`src/rtl/adder_pkg.sv`:
```
// Shared types for the serial-adder stimulus path: FSM state encoding and operand pair layout.
`timescale 1ns/1ps
package adder_pkg;
  localparam int ADDER_WIDTH = 2;

  typedef enum logic [1:0] {IDLE, SHIFT, WAIT_RISE, WAIT_FALL} ser_state_e;

  typedef struct packed {
    logic [ADDER_WIDTH-1:0] a;
    logic [ADDER_WIDTH-1:0] b;
  } op_pair_t;
endpackage

```
`src/rtl/adder_op_fifo.sv`:
```
// Synchronous operand-pair FIFO; entries are {a, b} packed, laid out like op_pair_t.
`timescale 1ns/1ps
module adder_op_fifo
  import adder_pkg::*;
#(
  parameter int DATA_W = $bits(op_pair_t),
  parameter int DEPTH  = 2
) (
  input  logic              clk,
  input  logic              rst,
  input  logic              push,
  input  logic [DATA_W-1:0] wr_data,
  input  logic              pop,
  output logic [DATA_W-1:0] rd_data,
  output logic              full,
  output logic              empty
);
  localparam int AW = $clog2(DEPTH);

  logic [DATA_W-1:0] mem [DEPTH];
  logic [AW:0]       wr_ptr;
  logic [AW:0]       rd_ptr;
  logic              do_push;
  logic              do_pop;

  // Extra pointer bit distinguishes full from empty when the index bits match.
  assign empty   = (wr_ptr == rd_ptr);
  assign full    = (wr_ptr[AW] != rd_ptr[AW]) && (wr_ptr[AW-1:0] == rd_ptr[AW-1:0]);
  assign do_push = push && !full;
  assign do_pop  = pop && !empty;
  assign rd_data = mem[rd_ptr[AW-1:0]];

  always_ff @(posedge clk) begin
    if (rst) begin
      wr_ptr <= '0;
      rd_ptr <= '0;
    end else begin
      if (do_push) wr_ptr <= wr_ptr + 1'b1;
      if (do_pop)  rd_ptr <= rd_ptr + 1'b1;
    end
  end

  always_ff @(posedge clk) begin
    if (do_push) mem[wr_ptr[AW-1:0]] <= wr_data;
  end
endmodule

```
`src/rtl/adder_stim_serializer.sv`:
```
// Buffers operand pairs and serializes them LSB-first to the serial adder, waiting for its
// en_o result strobe (rise then fall) before starting the next pair; flags missing/stuck results.
`timescale 1ns/1ps
module adder_stim_serializer
  import adder_pkg::*;
#(
  parameter int WIDTH   = ADDER_WIDTH,
  parameter int DEPTH   = 2,
  parameter int TIMEOUT = 8
) (
  input  logic             clk,
  input  logic             rst,
  input  logic             op_valid,
  output logic             op_ready,
  input  logic [WIDTH-1:0] op_a,
  input  logic [WIDTH-1:0] op_b,
  output logic             en_i,
  output logic             ina,
  output logic             inb,
  input  logic             en_o,
  output logic             busy,
  output logic             timeout_err
);
  localparam int BCW = $clog2(WIDTH + 1);
  localparam int TCW = $clog2(TIMEOUT + 1);

  ser_state_e         state;
  ser_state_e         state_nxt;
  logic [BCW-1:0]     bit_cnt;
  logic [TCW-1:0]     tmo_cnt;
  logic [WIDTH-1:0]   sa;
  logic [WIDTH-1:0]   sb;
  logic [2*WIDTH-1:0] head;
  logic               full;
  logic               empty;
  logic               push;
  logic               pop;
  logic               shift_en;
  logic               tmo_run;
  logic               tmo_fire;
  logic               ready_en;

  // No pass-through on full; ready_en keeps the port closed until the first edge out of reset.
  assign op_ready = ready_en && !full && !rst;
  assign push     = op_valid && op_ready;

  adder_op_fifo #(
    .DATA_W (2 * WIDTH),
    .DEPTH  (DEPTH)
  ) u_fifo (
    .clk     (clk),
    .rst     (rst),
    .push    (push),
    .wr_data ({op_a, op_b}),
    .pop     (pop),
    .rd_data (head),
    .full    (full),
    .empty   (empty)
  );

  always_ff @(posedge clk) begin
    if (rst) state <= IDLE;
    else     state <= state_nxt;
  end

  always_comb begin
    state_nxt = state;
    case (state)
      IDLE:      if (!empty) state_nxt = SHIFT;
      SHIFT:     if (bit_cnt == BCW'(WIDTH - 1)) state_nxt = WAIT_RISE;
      WAIT_RISE: if (en_o) state_nxt = WAIT_FALL;
                 else if (tmo_fire) state_nxt = IDLE;
      WAIT_FALL: if (!en_o || tmo_fire) state_nxt = IDLE;
      default:   state_nxt = IDLE;
    endcase
  end

  // tmo_fire marks the cycle in which the counter would reach TIMEOUT.
  always_comb begin
    pop      = (state == IDLE) && !empty;
    shift_en = (state == SHIFT);
    tmo_run  = (state == WAIT_RISE) || (state == WAIT_FALL);
    tmo_fire = 1'b0;
    if (tmo_run && (tmo_cnt == TCW'(TIMEOUT - 1)))
      tmo_fire = (state == WAIT_RISE) ? !en_o : en_o;
  end

  // Stage p0: control registers and registered adder-facing outputs
  always_ff @(posedge clk) begin
    if (rst) begin
      bit_cnt     <= '0;
      tmo_cnt     <= '0;
      en_i        <= 1'b0;
      ina         <= 1'b0;
      inb         <= 1'b0;
      busy        <= 1'b0;
      timeout_err <= 1'b0;
      ready_en    <= 1'b0;
    end else begin
      ready_en <= 1'b1;
      if (pop)           bit_cnt <= '0;
      else if (shift_en) bit_cnt <= bit_cnt + 1'b1;
      if (state_nxt != state) tmo_cnt <= '0;
      else if (tmo_run)       tmo_cnt <= tmo_cnt + 1'b1;
      en_i <= shift_en;
      if (shift_en) begin
        ina <= sa[0];
        inb <= sb[0];
      end
      busy <= (state_nxt != IDLE);
      if (tmo_fire) timeout_err <= 1'b1;
    end
  end

  // Stage p0: operand shift registers
  always_ff @(posedge clk) begin
    if (pop) begin
      sa <= head[2*WIDTH-1:WIDTH];
      sb <= head[WIDTH-1:0];
    end else if (shift_en) begin
      sa <= sa >> 1;
      sb <= sb >> 1;
    end
  end
endmodule
```
`config.mk`:
```
export PLATFORM = sky130hd
export DESIGN_NAME = adder_stim_serializer
export DESIGN_NICKNAME = d
export VERILOG_FILES = /design/src/rtl/adder_pkg.sv /design/src/rtl/adder_op_fifo.sv /design/src/rtl/adder_stim_serializer.sv
export SDC_FILE = /design/constraint.sdc
export NUM_CORES = 1
export LEC_CHECK = 0
export CAP_MARGIN = 20
export CORE_MARGIN = 2
export CORE_UTILIZATION = 62
export CTS_BUF_LIST = sky130_fd_sc_hd__clkbuf_4 sky130_fd_sc_hd__clkbuf_8
export CTS_CLUSTER_DIAMETER = 200
export DETAILED_ROUTE_END_ITERATION = 7
export GPL_TIMING_DRIVEN = 0
export PLACE_DENSITY = 0.86
export SYNTH_ARGS = -nofsm -noshare
export SYNTH_HDL_FRONTEND = slang
export SYNTH_HIERARCHICAL = 1
export SYNTH_SLANG_ARGS = --single-unit
```
`constraint.sdc`:
```
create_clock -name clk -period 4.8 [get_ports clk]
set_input_delay 1.44 -clock clk [delete_from_list [all_inputs] [get_ports clk]]
set_output_delay 1.44 -clock clk [all_outputs]
set_load 0.05 [all_outputs]
```
# After elaboration in Yosys (flattened, before gate mapping)
# Memories as Yosys holds them, arrays and structs flattened. A register that Yosys moved wholly into a read port is not among the register bits.
# Cells that the tools add are included.
# classes
addsub	4
mul	0
div	0
n_lt_le_gt_ge	0
n_eq_ne	9
shift	0
n_mux	17
bitwise_logic	0
reduce_logical	19
# op_table
op	n
$mux W2	9
$logic_and A1 B1 Y1	8
$pmux W2 S4	1
$mux W1	7
$add A2 B1 Y2 const B	3
$add A4 B1 Y4 const B	1
$eq A2 B1 Y1 const B	2
$eq A2 B2 Y1 const B	2
$eq A4 B3 Y1 const B	1
$logic_not A1 Y1	4
$reduce_bool A2 Y1	2
$reduce_or A2 Y1	2
$eq A2 B2 Y1	1
$logic_not A2 Y1	1
$logic_or A1 B1 Y1	2
$ne A2 B2 Y1	1
$eq A1 B1 Y1	1
$ne A1 B1 Y1	1
# totals
ff_bits	22
latchBits	0
ramBits	8
romBits	0
inputBits	8
out_inout_bits	6
word_cells	63
memories	1
# memory_table
memory	depth	width	read_ports	rd_clocked_by_memory_dff	wr	line	source
u_fifo.mem	2	4	1	1	1	adder_op_fifo.sv:20	logic [DATA_W-1:0] mem [DEPTH];

# Logic depth before layout (Yosys ltp)
# logic_depth
ltp_word	9
mapped_depth	8
depth_no_buf	7

# By module
# Netlist, hierarchy kept.
# by_module_without_submodules
module	instances	cells_per_inst	area_each_um2
adder_stim_serializer	1	79	839.6
adder_op_fifo	1	44	559.3

# Worst setup path before layout
# OpenSTA, ideal clock, no wires.
# synth_path
kind	input port to output port
from	input port rst
to	output port op_ready
arrival_ns	2.805
required_ns	3.360
slack_ns	0.555
cell_stages	2
n_path_buf	1
path_cell_list	buf_2 > nor3b_1
# synth_via
elab_chain_len	2
# synth_rtl
element	line	source
from (decl)	adder_stim_serializer.sv:12	input logic rst,
$logic_not A1 Y1	adder_stim_serializer.sv:44	assign op_ready = ready_en && !full && !rst;
$logic_and A1 B1 Y1	adder_stim_serializer.sv:44	
to (decl)	adder_stim_serializer.sv:14	output logic op_ready,
# No other way between the ends.

# Final worst setup path
# Ends and elaborated chain as after synthesis.

==> flow_metrics.tcl <==
set metrics [dict create \
    outcome "finished clean" \
    critPathBufInv 3 \
    slew_viol_final 0 \
    core-area_mm2 0.002170 \
    drive_gt1_share_pct 19.44 \
    io_pins 14 \
    drc_errors 0 \
    hold_path_class "reg2reg" \
    critical_path.cell_chain "clkdlybuf4s50_1 > buf_2 > nor3b_1 > dlygate4sd2_1" \
    row_count 17 \
    root_buffer "clkbuf_4" \
    ir_drop_mv 0.2758 \
    start_util_pct 64.48 \
    hold_slack_ps 480.4 \
    place_congestion 0.7647 \
    period_minus_slack_ps 4577 \
    clock_latency_ps 330 \
    ys_warn_count 6 \
    hold_viol 0 \
    wl_um 2338 \
    fmax_mhz 218.5 \
    max_stage_delay_ps 590 \
    die_height_um 51.50 \
    routed_via_density 5.785 \
    crit_arrival_ps 3140 \
    die_width_um 51.50 \
    port_buffers 13 \
    grt_max_degree 11 \
    numCtsBuffers 5 \
    hpwl_um 1684 \
    max-slew-margin-rel_pct 65.64 \
    cts_buffer_depth 2 \
    synth_top_area_cell "dfxtp_1" \
    wire_per_inst_um 13.59 \
    diodes 0 \
    synth.distinct_cells 41 \
    vias 995 \
    skew_ps 5.563 \
    syn_nets 133 \
    placedCellCount 164 \
    leakagePower_nw 0.6182 \
    yosys-top-cells-area "dfxtp_1 27%, edfxtp_1 26%, mux2_2 4.8%" \
    worstPathRequired_ps 3360 \
    worstPathMaxFanout 10 \
    cts_sinks 31 \
    rrSetupSlack_ps 2660 \
    h-tree-depth 2 \
    start_kind "input pin" \
    p_sw_share_pct 35.02 \
    dieArea_mm2 0.002652 \
    area_delta_synth_final_pct 16.01 \
    grt_pass1_vias 889 \
    synth.top_cell.area_share_pct 27.19 \
    synthesis.area_mm2 0.001399 \
    internal_power_w 0.0005393 \
    cts_tree "built" \
    end_kind "output pin" \
    switching_power_w 0.0002907 \
    syn_area_per_cell_um2 11.37 \
    synth-seq-area-share_pct 52.95 \
    power_frac_clock_pct 18.9 \
    cp_top_family "buffers and inverters" \
    worst_pin_slew_ps 513.8 \
    fin_cells 172 \
    fin_crit_sh_pct 95.35 \
    drt_iter0_drc 31 \
    drt_pass1_iterations 5 \
    synth-seq-cells 31 \
    cp_slowest_cell "clkdlybuf4s50_1" \
    crit_type "in2out" \
    syn_inst 123 \
    setup_viol 0 \
    antenna_found_initial 0 \
    final_nets 153 \
    pwr_density_cell_mw_per_mm2 511.5 \
    combinationalPowerShare_pct 37.8 \
    rsz0062_at_grt "no" \
    grt_use_total_pct 20.34 \
    cap_viol_max_count 0 \
    grt_first_pass_wirelength_um 3760 \
    p_seq_share_pct 43.2 \
    clk_pin_slew_ps 80 \
    filler_cell_count 148 \
    final_antenna_net_count 0 \
    grt_overflow 0 \
]
==> state kept, by name (all words and copies together) (netlist names), 2 cells and up, named ones only <==
register	flops
tmo_cnt	4
sb	2
u_fifo/mem	8
state	2
u_fifo/rd_ptr	2
u_fifo/wr_ptr	2
sa	2
bit_cnt	2
==> through the flow <==
stage               TNS [ps]  area (um2)  power (W)  utilization, %  setup slack [ps]
floorplan                  0        1399  0.0006074               -             555.0
global placement      -52.10        1564  0.0006653           72.09            -52.10
detailed placement    -43.83        1564  0.0006785           72.09            -43.83
CTS                        0        1623  0.0008332           74.80             231.8
global route               0        1623  0.0008722           74.80             148.4
finish                     0        1623  0.0008300           74.80             223.0
==> routing by layer <==
layer / global-route usage [%] / up-vias / share of wire (%)
li1: - / 487 / -
met4: 10.53 / 0 / 2.1
met1: 22.24 / 479 / 43
met5: 0 / - / 0
met3: 7.759 / 7 / 4.1
met2: 34.19 / 22 / 50
==> power by group through the flow <==
stage | sequential (W) | combinational [W] | clock [W]
floorplan | 0.000397 | 0.000211 | 0
global placement | 0.000362 | 0.000303 | 0
detailed placement | 0.000366 | 0.000312 | 0
CTS | 0.000360 | 0.000314 | 0.000160
global route | 0.000363 | 0.000340 | 0.000169
finish | 0.000359 | 0.000314 | 0.000157
==> synthesized netlist by cell type <==
library cell and count:
dfxtp_1 19, nor2_1 15, edfxtp_1 12, nand2_1 9, a21oi_1 8, mux2_2 6, inv_1 5, a311oi_1 4
mux2i_1 4, and2_1 3, a31oi_1 2, buf_6 2, ha_1 2, nand4_1 2, o21ai_0 2, o21bai_1 2
xor2_1 2, a2111oi_4 1, a211oi_1 1, a21bo_2 1, a21o_1 1, and3b_2 1, buf_2 1, clkbuf_2 1
nand2_2 1, nand3_1 1, nand3b_1 1, nor2_4 1, nor3_2 1, nor3_4 1, nor3b_1 1, o21a_1 1
o22ai_1 1, o2bb2ai_1 1, o31ai_1 1, or2b_1 1, or2b_4 1, or3_1 1, xnor2_1 1, xnor2_2 1
xor2_2 1
==> worst reg2reg max path: stages, from the launching register on <==
cell	delay, ps
dfxtp_1	320
clkbuf_2	190
xor2_1	220
nor2_1	70
nor3b_1	230
and2_1	230
nand2_1	120
a21oi_1	410
==> layout make-up <==
class / count / area [um2] / share of cell area, %
Multi-Input combinational cell: 83 / 606.8 / 37.39
Clock buffer: 8 / 60.06 / 3.701
Sequential cell: 31 / 740.7 / 45.64
Inverter: 5 / 18.77 / 1.157
Tap cell: 28 / 35.03 / 2.159
Timing Repair Buffer: 13 / 128.9 / 7.941
Buffer: 4 / 32.53 / 2.005
==> logic make-up (layout without fill, tap and decap cells) <==
group	count (synthesis)	after routing	share of synthesized area, %
AOI/OAI and AO/OA	26	26	13.95
DFF	31	31	52.95
and+or+nand+nor	40	40	15.74
adders and majority gates	2	2	1.789
muxes	10	10	7.692
xor gates and xnor gates	5	5	4.205
buffers and inverters	9	30	3.667
==> timing repair <==
item / 4_1_cts / 5_1_grt
hold buffers: 0 / 0
endpoints found under the setup margin: 1 / 0
buffers inserted: 0 / 0
gates resized for setup: 1 / 0
endpoints found under the hold margin: 0 / 0
==> cells in the final DEF, fill, tap and decap left out, types with 2 or more instances in the layout <==
| cell type | Yosys | layout |
|---|---|---|
| a21oi_1 | 8 | 8 |
| a311oi_1 | 4 | 4 |
| a31oi_1 | 2 | 2 |
| and2_1 | 3 | 3 |
| buf_6 | 2 | 2 |
| clkbuf_4 | 0 | 8 |
| clkdlybuf4s50_1 | 0 | 12 |
| dfxtp_1 | 19 | 19 |
| edfxtp_1 | 12 | 12 |
| ha_1 | 2 | 2 |
| inv_1 | 5 | 5 |
| mux2_2 | 6 | 6 |
| mux2i_1 | 4 | 4 |
| nand2_1 | 9 | 9 |
| nand4_1 | 2 | 2 |
| nor2_1 | 15 | 15 |
| o21ai_0 | 2 | 2 |
| o21bai_1 | 2 | 2 |
| xor2_1 | 2 | 2 |
==> worst paths after layout <==
kind               startpoint               end  cells past startpoint
min reg2reg       timeout_err       timeout_err                      2
max reg2reg  u_fifo/rd_ptr[0]  u_fifo/mem[1][1]                      7
max                       rst          op_ready                      4
min               timeout_err       timeout_err                      2
No activity file was read; power rests on OpenSTA's default activity.
